**src/rtl/booth_arb_pkg.sv**
```systemverilog
// Shared types and default constants for the Booth multiplier arbiter.
package booth_arb_pkg;

  // Default configuration values used by the top-level parameters.
  localparam int DEF_N_REQ       = 4;
  localparam int DEF_WIDTH       = 15;
  localparam int DEF_TIMEOUT_CYC = 64;

  // Transaction FSM. One transaction is in flight at a time.
  typedef enum logic [1:0] {
    ST_IDLE  = 2'd0,
    ST_START = 2'd1,
    ST_WAIT  = 2'd2,
    ST_RESP  = 2'd3
  } state_e;

endpackage

```
**src/rtl/booth_rr_pick.sv**
```systemverilog
// Combinational round-robin picker: scans the request vector starting at
// ptr_i and returns the first requester found as a one-hot grant and an ID.
module booth_rr_pick #(
  parameter  int N_REQ = 4,
  localparam int ID_W  = $clog2(N_REQ)
) (
  input  logic [N_REQ-1:0] req_i,
  input  logic [ID_W-1:0]  ptr_i,
  output logic [N_REQ-1:0] grant_o,
  output logic [ID_W-1:0]  winner_o,
  output logic             any_req_o
);

  // One extra bit so ptr + offset can exceed N_REQ before the wrap.
  localparam int IW = ID_W + 1;

  logic [IW-1:0] idx_ext;

  // Priority scan from ptr_i, wrapping modulo N_REQ; first hit wins.
  always_comb begin
    // NOTE: every output gets a default before the loop so no path leaves
    // a value unassigned, which would otherwise infer a latch.
    grant_o   = '0;
    winner_o  = '0;
    any_req_o = 1'b0;
    idx_ext   = '0;
    for (int k = 0; k < N_REQ; k++) begin
      idx_ext = {1'b0, ptr_i} + IW'(k);
      if (idx_ext >= IW'(N_REQ)) begin
        idx_ext = idx_ext - IW'(N_REQ);
      end
      if (!any_req_o && req_i[idx_ext[ID_W-1:0]]) begin
        any_req_o                     = 1'b1;
        grant_o[idx_ext[ID_W-1:0]]    = 1'b1;
        winner_o                      = idx_ext[ID_W-1:0];
      end
    end
  end

endmodule

```
**src/rtl/booth_mul_arbiter.sv**
```systemverilog
// Round-robin scheduler sharing one sequential radix-8 Booth multiplier
// among N_REQ requesters. Operand pairs with a zero operand bypass the
// multiplier. Optional WAIT timeout is enabled by defining the macro
// BOOTH_ARB_TIMEOUT_EN; without it resp_err is tied low and WAIT lasts
// until the multiplier reports done.
module booth_mul_arbiter
  import booth_arb_pkg::*;
#(
  parameter  int N_REQ       = DEF_N_REQ,
  parameter  int WIDTH       = DEF_WIDTH,
  parameter  int TIMEOUT_CYC = DEF_TIMEOUT_CYC,
  localparam int ID_W        = $clog2(N_REQ)
) (
  input  logic                   clk,
  input  logic                   rst,
  input  logic [N_REQ-1:0]       req_valid,
  output logic [N_REQ-1:0]       req_ready,
  input  logic [N_REQ*WIDTH-1:0] req_m,
  input  logic [N_REQ*WIDTH-1:0] req_q,
  output logic                   resp_valid,
  input  logic                   resp_ready,
  output logic [ID_W-1:0]        resp_id,
  output logic [2*WIDTH-1:0]     resp_prod,
  output logic                   resp_err,
  output logic                   mul_start,
  output logic [WIDTH-1:0]       mul_dataM,
  output logic [WIDTH-1:0]       mul_dataQ,
  input  logic                   mul_done,
  input  logic [2*WIDTH-1:0]     mul_prod
);

  // Reject configurations the picker and counters are not sized for.
  if (N_REQ < 2 || N_REQ > 8) begin : g_bad_n_req
    $error("booth_mul_arbiter: N_REQ must be in 2..8");
  end
  if (TIMEOUT_CYC < 2) begin : g_bad_timeout
    $error("booth_mul_arbiter: TIMEOUT_CYC must be at least 2");
  end

  state_e               state_q;
  logic [ID_W-1:0]      ptr_q;
  logic [ID_W-1:0]      ptr_d;
  logic                 resp_valid_q;
  logic [ID_W-1:0]      resp_id_q;
  logic [2*WIDTH-1:0]   resp_prod_q;
  logic                 mul_start_q;
  logic [WIDTH-1:0]     mul_dataM_q;
  logic [WIDTH-1:0]     mul_dataQ_q;
  logic                 wait_first_q;

  logic [N_REQ-1:0]     grant;
  logic [ID_W-1:0]      winner;
  logic                 any_req;
  logic [WIDTH-1:0]     m_arr [N_REQ];
  logic [WIDTH-1:0]     q_arr [N_REQ];
  logic [WIDTH-1:0]     sel_m;
  logic [WIDTH-1:0]     sel_q;
  logic                 sel_zero;
  logic                 grant_en;

  // Unpack the flat operand buses into per-requester words.
  for (genvar gi = 0; gi < N_REQ; gi++) begin : g_unpack
    assign m_arr[gi] = req_m[gi*WIDTH +: WIDTH];
    assign q_arr[gi] = req_q[gi*WIDTH +: WIDTH];
  end

  booth_rr_pick #(
    .N_REQ (N_REQ)
  ) u_pick (
    .req_i     (req_valid),
    .ptr_i     (ptr_q),
    .grant_o   (grant),
    .winner_o  (winner),
    .any_req_o (any_req)
  );

  // Grants are only offered from a settled IDLE state; the reset term keeps
  // req_ready low while rst is held even though the state is already IDLE.
  assign grant_en  = (state_q == ST_IDLE) && !rst;
  assign req_ready = grant_en ? grant : '0;

  assign sel_m    = m_arr[winner];
  assign sel_q    = q_arr[winner];
  assign sel_zero = (sel_m == '0) || (sel_q == '0);

  // Pointer moves one past the winner, wrapping at N_REQ.
  assign ptr_d = (winner == ID_W'(N_REQ - 1)) ? '0 : winner + ID_W'(1);

  assign resp_valid = resp_valid_q;
  assign resp_id    = resp_id_q;
  assign resp_prod  = resp_prod_q;
  assign mul_start  = mul_start_q;
  assign mul_dataM  = mul_dataM_q;
  assign mul_dataQ  = mul_dataQ_q;

`ifdef BOOTH_ARB_TIMEOUT_EN
  localparam int CNT_W = $clog2(TIMEOUT_CYC + 1);

  logic [CNT_W-1:0] wait_cnt_q;
  logic             resp_err_q;
  logic             timeout_hit;

  // Counter holds the number of WAIT cycles already spent before this one.
  assign timeout_hit = (wait_cnt_q == CNT_W'(TIMEOUT_CYC - 1));
  assign resp_err    = resp_err_q;
`else
  assign resp_err = 1'b0;
`endif

  // Transaction FSM with registered response and multiplier-side outputs.
  always_ff @(posedge clk) begin
    // NOTE: all state here uses non-blocking assignments so every register
    // samples pre-edge values, independent of statement order.
    if (rst) begin
      state_q      <= ST_IDLE;
      ptr_q        <= '0;
      resp_valid_q <= 1'b0;
      resp_id_q    <= '0;
      resp_prod_q  <= '0;
      mul_start_q  <= 1'b0;
      mul_dataM_q  <= '0;
      mul_dataQ_q  <= '0;
      wait_first_q <= 1'b0;
`ifdef BOOTH_ARB_TIMEOUT_EN
      wait_cnt_q   <= '0;
      resp_err_q   <= 1'b0;
`endif
    end else begin
      mul_start_q <= 1'b0;
      unique case (state_q)
        ST_IDLE: begin
          if (any_req) begin
            ptr_q     <= ptr_d;
            resp_id_q <= winner;
`ifdef BOOTH_ARB_TIMEOUT_EN
            resp_err_q <= 1'b0;
`endif
            if (sel_zero) begin
              // Zero operand: product is known, the multiplier is untouched
              // so its data inputs keep the last started operands.
              resp_prod_q  <= '0;
              resp_valid_q <= 1'b1;
              state_q      <= ST_RESP;
            end else begin
              mul_dataM_q <= sel_m;
              mul_dataQ_q <= sel_q;
              mul_start_q <= 1'b1;
              state_q     <= ST_START;
            end
          end
        end

        ST_START: begin
          wait_first_q <= 1'b1;
`ifdef BOOTH_ARB_TIMEOUT_EN
          wait_cnt_q   <= '0;
`endif
          state_q      <= ST_WAIT;
        end

        ST_WAIT: begin
          // The first WAIT cycle may still see done from an older operation.
          wait_first_q <= 1'b0;
          if (!wait_first_q && mul_done) begin
            resp_prod_q  <= mul_prod;
            resp_valid_q <= 1'b1;
            state_q      <= ST_RESP;
          end
`ifdef BOOTH_ARB_TIMEOUT_EN
          else if (timeout_hit) begin
            resp_prod_q  <= '0;
            resp_err_q   <= 1'b1;
            resp_valid_q <= 1'b1;
            state_q      <= ST_RESP;
          end else begin
            wait_cnt_q <= wait_cnt_q + CNT_W'(1);
          end
`endif
        end

        ST_RESP: begin
          if (resp_ready) begin
            resp_valid_q <= 1'b0;
            state_q      <= ST_IDLE;
          end
        end

        default: state_q <= ST_IDLE;
      endcase
    end
  end

endmodule

```
**config.mk**
```make
export PLATFORM = sky130hd
export DESIGN_NAME = booth_mul_arbiter
export DESIGN_NICKNAME = d
export VERILOG_FILES = /design/src/rtl/booth_arb_pkg.sv /design/src/rtl/booth_rr_pick.sv /design/src/rtl/booth_mul_arbiter.sv
export SDC_FILE = /design/constraint.sdc
export NUM_CORES = 1
export LEC_CHECK = 0
export ABC_AREA = 0
export BUFFER_PORTS_ARGS = -buffer_cell sky130_fd_sc_hd__buf_2
export CORE_MARGIN = 10
export CORE_UTILIZATION = 30
export CTS_CLUSTER_DIAMETER = 120
export DETAILED_ROUTE_END_ITERATION = 12
export PLACE_DENSITY = 0.68
export SKIP_CTS_REPAIR_TIMING = 1
export SYNTH_ARGS = -nofsm -noshare
export SYNTH_HDL_FRONTEND = slang
export SYNTH_SLANG_ARGS = --single-unit
```
**constraint.sdc**
```tcl
create_clock -name clk -period 6.3 [get_ports clk]
set_input_delay 0.63 -clock clk [delete_from_list [all_inputs] [get_ports clk]]
set_output_delay 0.63 -clock clk [all_outputs]
set_load 0.1 [all_outputs]
```
==> results of run 1 <==
worst paths after layout:
path	slack, ps	from	end
worst max-delay path	860	ptr_q[1]	mul_dataQ[12]
worst min-delay path	470	resp_prod[3]	resp_prod[3]
worst max register to register	860	ptr_q[1]	mul_dataQ[12]
worst min register to register	470	resp_prod[3]	resp_prod[3]
worst min-delay path, delay by kind of cell, from the launching register on:
family | cells | cell delay (ps)
flops | 1 | 300
compound gates | 2 | 120
cell usage after synthesis, drive strengths merged:
master	number
dfxtp	69
a311oi	1
a222oi	1
and3	1
o211ai	3
a31oi	2
a2111oi	7
a221o	1
o2111ai	1
o31ai	2
nor2	76
a2bb2oi	1
conb	1
o21ai	35
nand2b	6
nand2	29
a211oi	10
o311a	1
or2	1
a221oi	5
o221ai	1
o22a	1
nor2b	2
a21oi	64
nor4	10
inv	10
mux4	7
a22oi	13
or3	2
nand3	15
a211o	1
nand4	30
nand3b	1
mux2i	65
ha	11
nor3	8
and2	7
or4	1
mux2	19
buf	23
clkbuf	29
nor3b	2
a22o	1
registers in the layout (all words and copies together), names as in the netlist:
register      cells
mul_dataM        15
mul_dataQ        15
mul_start         1
ptr_q             2
resp_id           2
resp_prod        30
resp_valid        1
state_q           2
wait_first_q      1
layout make-up:
class | count | area [um^2] | area share, %
Clock buffer | 11 | 243 | 3.83
Tap cell | 216 | 270 | 4.27
Sequential cell | 69 | 1380 | 21.8
Timing Repair Buffer | 235 | 1200 | 19.0
Multi-Input combinational cell | 445 | 3120 | 49.2
Inverter | 10 | 37.5 | 0.593
Clock inverter | 5 | 82.6 | 1.30
per-stage QoR:
step	setup slack (ps)	instance area [um^2]	hold WS (ps)	instances	utilization, %
floorplan	1870	4780	465	576	-
global placement	1040	6010	454	975	38.1
detailed placement	890	6010	462	975	38.1
CTS	867	6330	470	991	40.1
global route	476	6330	486	991	40.1
finish	864	6330	470	991	40.1
layer usage:
| layer | up-vias | share of wire (%) |
|---|---|---|
| li1 | 2510 | - |
| met4 | 0 | 1.3 |
| met2 | 184 | 48 |
| met3 | 15 | 7.3 |
| met5 | - | 0 |
| met1 | 2453 | 43 |
power by group through the flow:
stage,Sequential [uW],Combinational (uW),Clock [uW]
after floorplan,1250,1580,0
after global placement,619,2680,0
after detailed placement,619,2700,0
after CTS,612,2710,564
after global routing,625,2900,585
final,612,2700,552
kinds of logic after synthesis:
group / Yosys count / synth area share (%)
buffers and inverters: 62 / 6.41
adders and majority gates: 11 / 2.88
DFF: 69 / 28.9
and+or+nand+nor: 191 / 19.9
muxes: 91 / 21.4
other: 1 / 0.0785
AOI/OAI and AO/OA: 151 / 20.5
==> metrics.txt, run 1 <==
post-synthesis sequential area ratio 28.9%; clk slew on worst S/H paths 60 ps; clock share of power 14.3%; Max rail drop VDD 261 uV; NetSw 2160 uW; f_max 184 MHz; Netlist cell types 55; mapped cell area 0.00478 mm^2; CTS Buf Count 9; crit path time final 5440 ps; critical path's top delay family compound AO/OA/AOI/OAI gates; R2R cell count 13; most common cell after layout, fill and taps aside buf_2; DR pass1 iterations 5; fillers 1675; CP Max Fanout 27; clk_skew 4.85 ps; top-area cell type share of the netlist area 28.9%; cell taking the most area after synthesis dfxtp_1; initial antenna violation count 0; syn_nets 745; Placer Congestion 0.831; M3 GR Usage 3.99%; met1 Use GR 20.1%; switch share 56.0%; Worst slew margin 18.7%; Final Cycle Share 86.3%; Routed Antenna Nets 0; Layout Nets 939; Worst Setup End Kind flip-flop; die area 0.0214 mm^2; die height 146 um; Logic pwr share 69.9%; drt via density 5.21; internal power 1700 uW; busiest grt layer met2; number of buffers and inverters on the critical path 2; CTS max path bufs 2; DR DRC count 0; Flop pwr share 15.8%; Vias 5162; total negative slack 0 ps; layout cells sized above 1 37.4%; vias in the first global route 5190; WP data required 6490 ps; crit-path cells inv_1, ha_1, mux4_2, a21oi_4, a22oi_4, nor2_4, mux2i_1, a22oi_1, a2111oi_4, a211oi_4, buf_4, mux2i_1, nor2_1; Finish-stage setup viols 0; met2 usage 27.0%; Core Area 0.0158 mm^2; Leakage 0.00293 uW; Setup Crit Path Kind reg -> reg; # rows 46; Power Total 3860 uW; Least-Margin Pin Slew 1220 ps; Initial Utilization 30.3%; Syn Inst Count 576; Worst path max stage delay 780 ps; status finished clean; largest net degree at the start of global routing 71; WHS Path Cells 2; Top cell by count, worst path mux2i_1; top cells by area, synth dfxtp_1 (29%), mux2i_1 (14%), a21oi_1 (6.6%); commonest non-fill, non-tap cells in the layout buf_2 (225), nor2_1 (73), dfxtp_1 (69); 1st-iter DRT viols 313; YS warnings 0; post-DP HPWL 14100 um; Pwr per Cell Area 610 mW/mm^2; Ports 227; GRT Total Usage 16.1%; Max Slew Vio Count 0; Yosys reg bits 69; H-tree depth 3; Root Driver clkbuf_16; Area Growth Syn to Fin 32.5%; Post-Route WL 18200 um; Mean Syn Cell Area 8.30 um^2; Worst path depth 13; Arrival @ worst endpoint 5620 ps; port bufs 225; final hold viol count 0; Clk Latency, worst-skew pair 330 ps; TritonCTS clock tree built; max-cap violations 0; first-pass GRT wire length 28500 um; Worst Hold Class reg -> reg; ANT cells 0; die width 146 um; WL/cell 18.3 um; Slowest-stage cell, CP nor2_4; unrepaired setup endpoints after global routing no; TritonCTS sink count 69; GR Overflow Total 0; nature of the critical path startpoint flip-flop
Note: power is estimated with default switching activity, not from simulation.
==> run 2: changes to the inputs <==
--- a/config.mk
+++ b/config.mk
@@ -5,13 +5,13 @@
 export SDC_FILE = /design/constraint.sdc
 export NUM_CORES = 1
 export LEC_CHECK = 0
-export ABC_AREA = 0
+export ABC_AREA = 1
 export BUFFER_PORTS_ARGS = -buffer_cell sky130_fd_sc_hd__buf_2
 export CORE_MARGIN = 10
 export CORE_UTILIZATION = 30
 export CTS_CLUSTER_DIAMETER = 120
 export DETAILED_ROUTE_END_ITERATION = 12
-export PLACE_DENSITY = 0.68
+export PLACE_DENSITY = 0.66
 export SKIP_CTS_REPAIR_TIMING = 1
 export SYNTH_ARGS = -nofsm -noshare
 export SYNTH_HDL_FRONTEND = slang
==> run 2 against run 1 <==
  * Cell count grew 42%
  * Flip-flop and latch count unchanged
  * Register-to-register slack gained 340 ps
  * Worst hold slack gained 3.1 ps
  * Routed wire length up 6.9%
  * Die area is 11% higher
  * Worst setup slack improved by 340 ps
  * Non-clock buffer count fell by 2
==> metrics.txt, run 2 <==
status finished clean; ys flop type dfxtp_1; WP data required 6560 ps; Register Area 0.00138 mm^2; Mean Syn Cell Area 5.45 um^2; Vias 6470; Initial Utilization 30.8%; Worst Hold Class reg -> reg; leading post-synthesis cells by instance count nand2_1 (357), inv_1 (154), nor2_1 (141), nand3_1 (97), dfxtp_1 (69); Root Driver clkbuf_16; unrepaired setup endpoints after global routing no; CTS Buf Count 9; cell taking the most area after synthesis dfxtp_1; WL/cell 13.8 um; Least-Margin Pin Slew 1170 ps; max reg flops 30; port bufs 225; most common cell after layout, fill and taps aside nand2_1; DR pass1 iterations 5; TritonCTS sink count 69; multi-input combinational cell area 0.00311 mm^2; GRT Total Usage 15.8%; mapped cell area 0.00539 mm^2; initial antenna violation count 6; die width 154 um; top-area cell type share of the netlist area 25.6%; Yosys reg bits 69; vias in the first global route 6153; CTS max path bufs 2; TritonCTS clock tree built; Layout Nets 1344; Setup Crit Path Kind reg -> reg; fillers 1957; die height 154 um; EDFF count, synth 0; crit path time final 5090 ps; Ports 227; Max Slew Vio Count 0; Syn Inst Count 988; top cells by area, synth dfxtp_1 (26%), nand2_1 (25%), inv_1 (11%); clk_skew 11.0 ps; Netlist cell types 32; Post-Route WL 19400 um; max-cap violations 0; Finish-stage setup viols 0; Worst slew margin 21.7%; GR Overflow Total 0; 1st-iter DRT viols 416; syn_nets 1157; Core Area 0.0175 mm^2; layout cells sized above 1 22.8%; post-synthesis sequential area ratio 25.6%; Final Cycle Share 80.9%; post-DP HPWL 14900 um; total negative slack 0 ps; most common cell in the netlist nand2_1; # rows 48; Placer Congestion 0.841; nature of the critical path startpoint flip-flop; Area Growth Syn to Fin 27.3%; H-tree depth 3; Worst Setup End Kind flip-flop; first-pass GRT wire length 31300 um; commonest non-fill, non-tap cells in the layout nand2_1 (357), buf_2 (225), inv_1 (153); largest net degree at the start of global routing 68; CP Max Fanout 67; drt via density 4.60; f_max 196 MHz; DR DRC count 0; Routed Antenna Nets 0; YS warnings 0; die area 0.0237 mm^2; clk slew on worst S/H paths 60 ps; Clk Latency, worst-skew pair 330 ps; final hold viol count 0; Arrival @ worst endpoint 5350 ps; Async SR Flop Fraction 0%
==> run 2: cell types whose count changed after synthesis, sizes merged, moves of 40 or more <==
cell / previous run / this run
inv: 10 / 157
nand3: 15 / 102
nand2: 29 / 365
nor2: 76 / 143
a21oi: 64 / 24
mux2i: 65 / 0
==> run 2: routing by layer <==
layer  vias to the layer above  track usage (%)  share of wire (%)
li1                       3382                -                  -
met1                      2834             18.0                 41
met2                       201             27.3                 49
met3                        47             3.60                6.5
met4                         6             7.02                3.7
met5                         -                0               0.21
==> run 2: final cells by class <==
type | instances | area share (%)
Multi-Input combinational cell | 704 | 45.3
Timing Repair Buffer | 233 | 17.3
Inverter | 158 | 8.72
Tap cell | 225 | 4.11
Sequential cell | 69 | 20.1
Antenna cell | 3 | 0.109
Clock buffer | 11 | 3.54
Clock inverter | 5 | 0.730
==> run 2: final timing paths <==
check	cells after the start	slack (ps)	to	start
worst min register to register	2	470	resp_prod[24]	resp_prod[24]
worst max register to register	22	1210	mul_dataM[8]	ptr_q[0]
worst max-delay path	22	1210	mul_dataM[8]	ptr_q[0]
worst min-delay path	2	470	resp_prod[24]	resp_prod[24]
==> run 2: critical path, stage by stage, from the launching register on <==
cell,delay (ps)
dfxtp_1,670
inv_6,120
ha_1,390
inv_1,90
nand3_1,90
nand2_1,90
a21oi_1,190
nand2_2,430
nand3_2,290
buf_4,540
nand2_1,110
nand2_1,100
nand2_1,50
nand2_1,120
nor2_1,50
nand2_1,50
nor2_1,40
nand2_1,140
nand4_2,610
buf_4,490
nand2_1,90
nand2_1,50
nor2_1,130
==> run 2: logic make-up (layout without fill, tap and decap cells) <==
group	Yosys count	after routing	share of synthesized area (%)
AOI/OAI and AO/OA	44	44	4.53
adders and majority gates	11	11	2.56
buffers and inverters	215	407	16.7
DFF	69	69	25.6
other	1	4	0.0696
and+or+nand+nor	648	648	50.5
==> run 2: through the flow <==
stage	std cells	hold WS [ps]	setup WS, ps	cell area (um^2)	utilization (%)
2_1_floorplan	988	472	3390	5390	-
3_3_place_gp	1389	457	1430	6560	37.5
3_5_place_dp	1389	465	1270	6560	37.5
4_1_cts	1405	480	1240	6850	39.2
5_1_grt	1407	514	609	6850	39.2
6_report	1408	473	1210	6860	39.2
Power of run 2 is left out: the tool's default activity adds up to more than one toggle a clock period on the data nets, which glitch-free logic cannot reach.
